`config.mk`:
```
export PLATFORM = sky130hd
export DESIGN_NAME = sbp_pipeline_scheduler
export DESIGN_NICKNAME = d
export VERILOG_FILES = /design/src/rtl/sbp_pkg.sv /design/src/rtl/sbp_tag_delay.sv /design/src/rtl/sbp_pipeline_scheduler.sv
export SDC_FILE = /design/constraint.sdc
export NUM_CORES = 1
export LEC_CHECK = 0
export ABC_AREA = 1
export CORE_UTILIZATION = 35
export CTS_BUF_LIST = sky130_fd_sc_hd__clkbuf_4
export CTS_CLUSTER_SIZE = 16
export DETAILED_ROUTE_END_ITERATION = 8
export GPL_TIMING_DRIVEN = 1
export PLACE_DENSITY = 0.55
export SETUP_SLACK_MARGIN = 0.05
export SYNTH_ARGS = -nofsm -noshare
export SYNTH_HDL_FRONTEND = slang
export SYNTH_HIERARCHICAL = 1
export SYNTH_SLANG_ARGS = --single-unit
```
`constraint.sdc`:
```
create_clock -name clk -period 2.55 [get_ports clk]
set_input_delay 0.51 -clock clk [delete_from_list [all_inputs] [get_ports clk]]
set_output_delay 0.51 -clock clk [all_outputs]
set_load 0.01 [all_outputs]
```
`src/rtl/sbp_pkg.sv`:
```
// Shared widths, derived result layout and head-bundle type for the
// scalable-pipelined lookup chain.
package sbp_pkg;

  localparam int STAGE_ID_BITS = 6;
  localparam int LOCATION_BITS = 11;
  localparam int PAD_BITS      = 4;
  localparam int LR_BITS       = 1;

  // Each result field is padded up to a whole nibble so the word reads cleanly in hex.
  localparam int STAGE_PAD    = (PAD_BITS - (STAGE_ID_BITS % PAD_BITS)) % PAD_BITS;
  localparam int LOCATION_PAD = (PAD_BITS - (LOCATION_BITS % PAD_BITS)) % PAD_BITS;
  localparam int LR_PAD       = (PAD_BITS - (LR_BITS % PAD_BITS)) % PAD_BITS;
  localparam int RESULT_BITS  = STAGE_ID_BITS + STAGE_PAD + LOCATION_BITS + LOCATION_PAD
                              + LR_BITS + LR_PAD;

  // Stage id 0 is never a real stage, so it doubles as the bubble marker.
  localparam logic [STAGE_ID_BITS-1:0] ROOT_STAGE_ID = STAGE_ID_BITS'(1);

  typedef struct packed {
    logic                     update;
    logic [31:0]              ip_addr;
    logic [5:0]               bit_pos;
    logic [STAGE_ID_BITS-1:0] stage_id;
    logic [LOCATION_BITS-1:0] location;
    logic [RESULT_BITS-1:0]   result;
  } sbp_head_t;

endpackage

```
`src/rtl/sbp_tag_delay.sv`:
```
// Valid+tag delay line that follows each lookup down the stage chain so the
// tail result can be matched with the tag of the lookup that produced it.
module sbp_tag_delay #(
  parameter int DEPTH    = 48,
  parameter int TAG_BITS = 8
) (
  input  logic                clk,
  input  logic                clr_i,
  input  logic                valid_i,
  input  logic [TAG_BITS-1:0] tag_i,
  output logic                valid_o,
  output logic [TAG_BITS-1:0] tag_o
);

  logic [DEPTH-1:0]               valid_q, valid_d;
  logic [DEPTH-1:0][TAG_BITS-1:0] tag_q, tag_d;

  // Shift every entry one slot toward the tail and load the new entry at slot 0.
  always_comb begin
    valid_d    = valid_q;
    tag_d      = tag_q;
    valid_d[0] = valid_i;
    tag_d[0]   = tag_i;
    for (int i = 1; i < DEPTH; i++) begin
      valid_d[i] = valid_q[i-1];
      tag_d[i]   = tag_q[i-1];
    end
  end

  // Synchronous clear drops everything in flight.
  always_ff @(posedge clk) begin
    if (clr_i) begin
      valid_q <= '0;
      tag_q   <= '0;
    end else begin
      valid_q <= valid_d;
      tag_q   <= tag_d;
    end
  end

  assign valid_o = valid_q[DEPTH-1];
  assign tag_o   = tag_q[DEPTH-1];

endmodule

```
`src/rtl/sbp_pipeline_scheduler.sv`:
```
// Head-of-pipeline scheduler: arbitrates lookups against table updates,
// injects at most one operation per cycle and returns tagged lookup results.
module sbp_pipeline_scheduler
  import sbp_pkg::*;
#(
  parameter int NUM_STAGES    = 24,
  parameter int PIPE_LATENCY  = 2 * NUM_STAGES,
  parameter int TAG_BITS      = 8,
  parameter int MAX_UPD_BURST = 4,
  localparam int INFLIGHT_BITS = $clog2(PIPE_LATENCY + 2)
) (
  input  logic                     clk,
  input  logic                     rst,
  input  logic                     lkp_valid_i,
  output logic                     lkp_ready_o,
  input  logic [31:0]              lkp_ip_addr_i,
  input  logic [TAG_BITS-1:0]      lkp_tag_i,
  input  logic                     upd_valid_i,
  output logic                     upd_ready_o,
  input  logic [31:0]              upd_prefix_i,
  input  logic [5:0]               upd_len_i,
  input  logic [STAGE_ID_BITS-1:0] upd_stage_id_i,
  input  logic [LOCATION_BITS-1:0] upd_location_i,
  input  logic [RESULT_BITS-1:0]   upd_result_i,
  input  logic                     upd_sync_i,
  output logic                     update_o,
  output logic [31:0]              ip_addr_o,
  output logic [5:0]               bit_pos_o,
  output logic [STAGE_ID_BITS-1:0] stage_id_o,
  output logic [LOCATION_BITS-1:0] location_o,
  output logic [RESULT_BITS-1:0]   result_o,
  input  logic [RESULT_BITS-1:0]   tail_result_i,
  output logic                     res_valid_o,
  output logic [TAG_BITS-1:0]      res_tag_o,
  output logic [RESULT_BITS-1:0]   res_result_o,
  output logic [INFLIGHT_BITS-1:0] inflight_o,
  output logic                     busy_o
);

  localparam int BURST_BITS = $clog2(MAX_UPD_BURST + 1);
  localparam logic [BURST_BITS-1:0] BURST_MAX = BURST_BITS'(MAX_UPD_BURST);

  typedef enum logic [0:0] {
    ST_ARB   = 1'b0,
    ST_DRAIN = 1'b1
  } state_t;

  state_t                   state_q, state_d;
  logic [BURST_BITS-1:0]    burst_q, burst_d;
  logic [INFLIGHT_BITS-1:0] inflight_q, inflight_d;
  sbp_head_t                head_q, head_d;
  logic                     res_valid_q, res_valid_d;
  logic [TAG_BITS-1:0]      res_tag_q, res_tag_d;
  logic [RESULT_BITS-1:0]   res_result_q, res_result_d;

  logic                     sync_blocked;
  logic                     lkp_turn;
  logic                     lkp_grant;
  logic                     upd_grant;
  logic                     tail_valid;
  logic [TAG_BITS-1:0]      tail_tag;

  // A barrier update may not enter while lookups are still in the chain, and a
  // saturated update burst hands one slot to a waiting lookup.
  assign sync_blocked = upd_valid_i && upd_sync_i && (inflight_q != '0);
  assign lkp_turn     = upd_valid_i && lkp_valid_i && (burst_q == BURST_MAX);

  // Arbitration: readies come straight from state and requests; DRAIN holds both off.
  always_comb begin
    state_d     = state_q;
    lkp_ready_o = 1'b0;
    upd_ready_o = 1'b0;
    case (state_q)
      ST_ARB: begin
        if (sync_blocked) begin
          state_d = ST_DRAIN;
        end else if (upd_valid_i && !lkp_turn) begin
          upd_ready_o = 1'b1;
        end else begin
          lkp_ready_o = 1'b1;
        end
      end
      ST_DRAIN: begin
        if (!upd_valid_i || (inflight_q == '0)) begin
          state_d = ST_ARB;
        end
      end
      default: state_d = ST_ARB;
    endcase
  end

  assign lkp_grant = lkp_valid_i && lkp_ready_o;
  assign upd_grant = upd_valid_i && upd_ready_o;

  // Next head bundle, burst counter, in-flight count and returned result.
  always_comb begin
    head_d          = head_q;
    head_d.update   = 1'b0;
    head_d.stage_id = '0;
    if (upd_grant) begin
      head_d.update   = 1'b1;
      head_d.ip_addr  = upd_prefix_i;
      head_d.bit_pos  = upd_len_i;
      head_d.stage_id = upd_stage_id_i;
      head_d.location = upd_location_i;
      head_d.result   = upd_result_i;
    end else if (lkp_grant) begin
      head_d.ip_addr  = lkp_ip_addr_i;
      head_d.bit_pos  = 6'd0;
      head_d.stage_id = ROOT_STAGE_ID;
      head_d.location = '0;
      head_d.result   = '0;
    end

    burst_d = '0;
    if (upd_grant) begin
      burst_d = (burst_q == BURST_MAX) ? burst_q : burst_q + BURST_BITS'(1);
    end

    inflight_d = inflight_q;
    if (lkp_grant && !tail_valid) begin
      inflight_d = inflight_q + INFLIGHT_BITS'(1);
    end else if (!lkp_grant && tail_valid) begin
      inflight_d = inflight_q - INFLIGHT_BITS'(1);
    end

    res_valid_d  = tail_valid;
    res_tag_d    = tail_valid ? tail_tag : res_tag_q;
    res_result_d = tail_valid ? tail_result_i : res_result_q;
  end

  // All scheduler state, including the FSM, registers here.
  always_ff @(posedge clk) begin
    if (rst) begin
      state_q      <= ST_ARB;
      burst_q      <= '0;
      inflight_q   <= '0;
      head_q       <= '0;
      res_valid_q  <= 1'b0;
      res_tag_q    <= '0;
      res_result_q <= '0;
    end else begin
      state_q      <= state_d;
      burst_q      <= burst_d;
      inflight_q   <= inflight_d;
      head_q       <= head_d;
      res_valid_q  <= res_valid_d;
      res_tag_q    <= res_tag_d;
      res_result_q <= res_result_d;
    end
  end

  sbp_tag_delay #(
    .DEPTH    (PIPE_LATENCY),
    .TAG_BITS (TAG_BITS)
  ) u_tag_delay (
    .clk     (clk),
    .clr_i   (rst),
    .valid_i (lkp_grant),
    .tag_i   (lkp_tag_i),
    .valid_o (tail_valid),
    .tag_o   (tail_tag)
  );

  assign update_o     = head_q.update;
  assign ip_addr_o    = head_q.ip_addr;
  assign bit_pos_o    = head_q.bit_pos;
  assign stage_id_o   = head_q.stage_id;
  assign location_o   = head_q.location;
  assign result_o     = head_q.result;
  assign res_valid_o  = res_valid_q;
  assign res_tag_o    = res_tag_q;
  assign res_result_o = res_result_q;
  assign inflight_o   = inflight_q;
  assign busy_o       = (inflight_q != '0) || (state_q == ST_DRAIN);

endmodule

```
==> flow_summary.json <==
{
  "cp.required_ns": 2.04,
  "post_route_cells_drive_above_1_share": 0.130,
  "die_x_um": 225,
  "viasPerCell": 4.00,
  "dieHeight_um": 225,
  "critical_path_class": "reg -> out",
  "fin_util": 0.470,
  "fin_skew_ns": 0.0518,
  "numClockSinks": 555,
  "finalCritPeriodShare": 0.973,
  "clock.fmax_mhz": 403,
  "r2r_cells": 17,
  "port_buffers": 269,
  "cts_root_buf": "clkbuf_4",
  "synthSimpleGateAreaFrac": 0.194,
  "antenna_found_initial": 2,
  "ir_drop_v": 0.000359,
  "cts_tree": "done",
  "seq_area_um2": 11100,
  "p_leak_nw": 9.87,
  "drc_errors": 0,
  "n_fill_cell": 4899,
  "crit_end": "upd_ready_o",
  "cts_htree_levels": 4,
  "synth_common_cells": "574 x nor2_1, 555 x dfxtp_1, 481 x inv_1, 207 x nand2_1",
  "slowest_stage": "dfxtp_2",
  "hold_viol_final": 0,
  "synthMuxAreaShare": 0,
  "routed_wl_mm": 33.8,
  "crit_fanout": 2,
  "syn_to_final_growth_pct": 32.2,
  "rows": 81,
  "synth_top_area_cell": "dfxtp_1",
  "place_inst": 2932,
  "synth_enable_flop_cells": 0,
  "syn-cell-area_um2": 17400,
  "endpoint_kind": "primary output",
  "power_density_nw_per_um2": 792,
  "synth_ff_type": "dfxtp_1",
  "grt_pass1_vias": 11991,
  "slew_headroom": 0.626,
  "whs_ns": 0.153,
  "synth_most_common_cell": "nor2_1",
  "wl_per_cell_um": 10.5,
  "synth_area_leaders": "dfxtp_1 64%, nor2_1 12%, inv_1 10%",
  "setup-violations-final": 0,
  "grt-ovfl-total": 0,
  "initial_core_util": 0.355,
  "startpoint": "burst_q[0]",
  "synth.top_cell.area_share": 0.637,
  "period_needed_ns": 2.48,
  "outcome": "completed",
  "cp.arrival_ns": 1.97,
  "dr.pass1.iters": 6,
  "worstSetupStartpointType": "flop",
  "cts.clk_slew.worst_paths_ns": 0.06,
  "yosysWarnings": 6,
  "total_power_w": 0.0183,
  "synth_top_family_by_area": "simple AND/OR/NAND/NOR gates",
  "synth_seq_area_share": 0.637,
  "worst-r2r-setup-slack_ns": 0.13,
  "place.gp.congestion": 0.783,
  "cp_slowest_stage_delay_ns": 0.33,
  "r2r_end": "state_q",
  "fin_nets": 2609,
  "cap_violations": 0,
  "drv_slew": 0,
  "worstMarginPinSlew_ns": 0.561,
  "stdcell_count": 3220,
  "ys_ff_latch": 555,
  "vias": 12870,
  "clockBufferDepth": 3,
  "synth-compound-area-share": 0.0141,
  "grt_max_degree": 138,
  "min_path_type": "in -> reg",
  "ys_async_sr_fraction": 0,
  "drtIter0Drc": 506,
  "yosys.area_share.adder": 0.00617,
  "ant_nets": 0,
  "rsz0062_at_grt": "yes",
  "grt_pass1_wl_mm": 54.8,
  "grtUsageTotal": 0.134,
  "dieArea_um2": 50700,
  "cp_cell_sequence": "inv_2 > ha_4 > nand3_2 > nand2_2 > buf_6 > nor2_4 > nand2_2 > inv_2 > buf_6",
  "cts_made_buffers": 148,
  "clock_latency_ns": 0.91,
  "synthXorXnorAreaFrac": 0.00301,
  "synthCells": 2054,
  "synth_nets": 2210,
  "ys_types": 22,
  "core_um2": 49100,
  "postSynthAreaPerCell_um2": 8.49,
  "multi_input_area_um2": 3930,
  "r2r_start": "inflight_o[3]",
  "ios": 270,
  "place_hpwl_mm": 20.8
}
==> through the flow <==
stage / setup slack [ns] / TNS [ns] / instance area (um^2)
5_1_grt: -0.0643 / -0.107 / 23000
4_1_cts: -0.103 / -0.156 / 22900
6_report: 0.0695 / 0 / 23000
3_3_place_gp: -0.415 / -1.99 / 20600
2_1_floorplan: 0.0840 / 0 / 17400
3_5_place_dp: -0.474 / -2.44 / 20600
==> layer usage <==
| layer | part of all wire | GRT usage | vias to the layer above |
|---|---|---|---|
| li1 | - | - | 6737 |
| met1 | 0.43 | 0.143 | 5710 |
| met2 | 0.46 | 0.220 | 338 |
| met3 | 0.080 | 0.0506 | 85 |
| met4 | 0.031 | 0.0884 | 0 |
| met5 | 0 | 0 | - |
==> report_power, final <==
part | internal [W] | leakage, nW | total [W] | switching [W]
registers | 0.00882 | 4.49 | 0.00889 | 0.0000742
clock network | 0.00446 | 1.14 | 0.00785 | 0.00339
logic | 0.000781 | 4.24 | 0.00151 | 0.000726
total | 0.0141 | 9.87 | 0.0183 | 0.00419
==> kinds of logic (layout without fill, tap and decap cells) <==
logic type                 count (synthesis)  in the layout
other                                      0              4
buffers and inverters                    576           1074
xor gates and xnor gates                   6              6
AOI/OAI and AO/OA                         47             47
and+or+nand+nor                          862            862
adders and majority gates                  8              8
DFF                                      555            555
==> state kept, by name (all words and copies together) (netlist names), 8 cells and up <==
signal	cells
res_result_o	24
u_tag_delay/valid_q	48
res_tag_o	8
u_tag_delay/tag_d	376
result_o	24
u_tag_delay/tag_o	8
ip_addr_o	32
location_o	11
==> layout by cell type, fill, tap and decap left out, types with 6 or more instances in the layout <==
| cell type | instances |
|---|---|
| a21oi_1 | 7 |
| buf_12 | 9 |
| buf_4 | 43 |
| buf_6 | 6 |
| clkbuf_4 | 223 |
| clkdlybuf4s50_1 | 249 |
| clkinv_1 | 12 |
| dfxtp_1 | 548 |
| dfxtp_2 | 7 |
| dlygate4sd2_1 | 17 |
| dlygate4sd3_1 | 14 |
| inv_1 | 477 |
| inv_2 | 10 |
| nand2_1 | 204 |
| nand3_1 | 44 |
| nand4_1 | 34 |
| nor2_1 | 568 |
| nor2_4 | 6 |
| o21ai_0 | 36 |
==> how the worst min path moves through the flow <==
stage,end,start,cells after the start
after floorplan,u_tag_delay/tag_d[100],u_tag_delay/tag_d[92],2
after global routing,location_o[6],upd_location_i[6],3
after CTS,u_tag_delay/tag_d[14],lkp_tag_i[6],3
after detailed placement,u_tag_delay/tag_d[61],u_tag_delay/tag_d[53],2
after global placement,u_tag_delay/tag_d[106],u_tag_delay/tag_d[98],2
final,u_tag_delay/tag_d[14],lkp_tag_i[6],3
==> worst max-delay path, delay by kind of cell (launching register included) <==
family                     cells  cell delay [ns]
DFF                            1             0.33
buffers and inverters          4             0.33
and+or+nand+nor                4             0.29
adders and majority gates      1             0.16
==> area by class of cell <==
| class | count | share of cell area |
|---|---|---|
| sequential | 555 | 0.483 |
| multi-input combinational | 923 | 0.171 |
| timing repair buffer | 340 | 0.148 |
| inverter | 485 | 0.0790 |
| clock buffer | 223 | 0.0727 |
| tap | 664 | 0.0361 |
| clock inverter | 26 | 0.0110 |
| antenna | 4 | 0.000435 |
==> timing repair <==
item                                    in CTS  in global routing
endpoints found under the hold margin       63                  0
setup buffers                               19                  3
cloned                                       1                  0
hold buffers                                14                  0
pin swaps                                    8                  5
resized for setup                           53                 18
endpoints found under the setup margin      23                  7
Note: power is estimated with default switching activity, not from simulation.
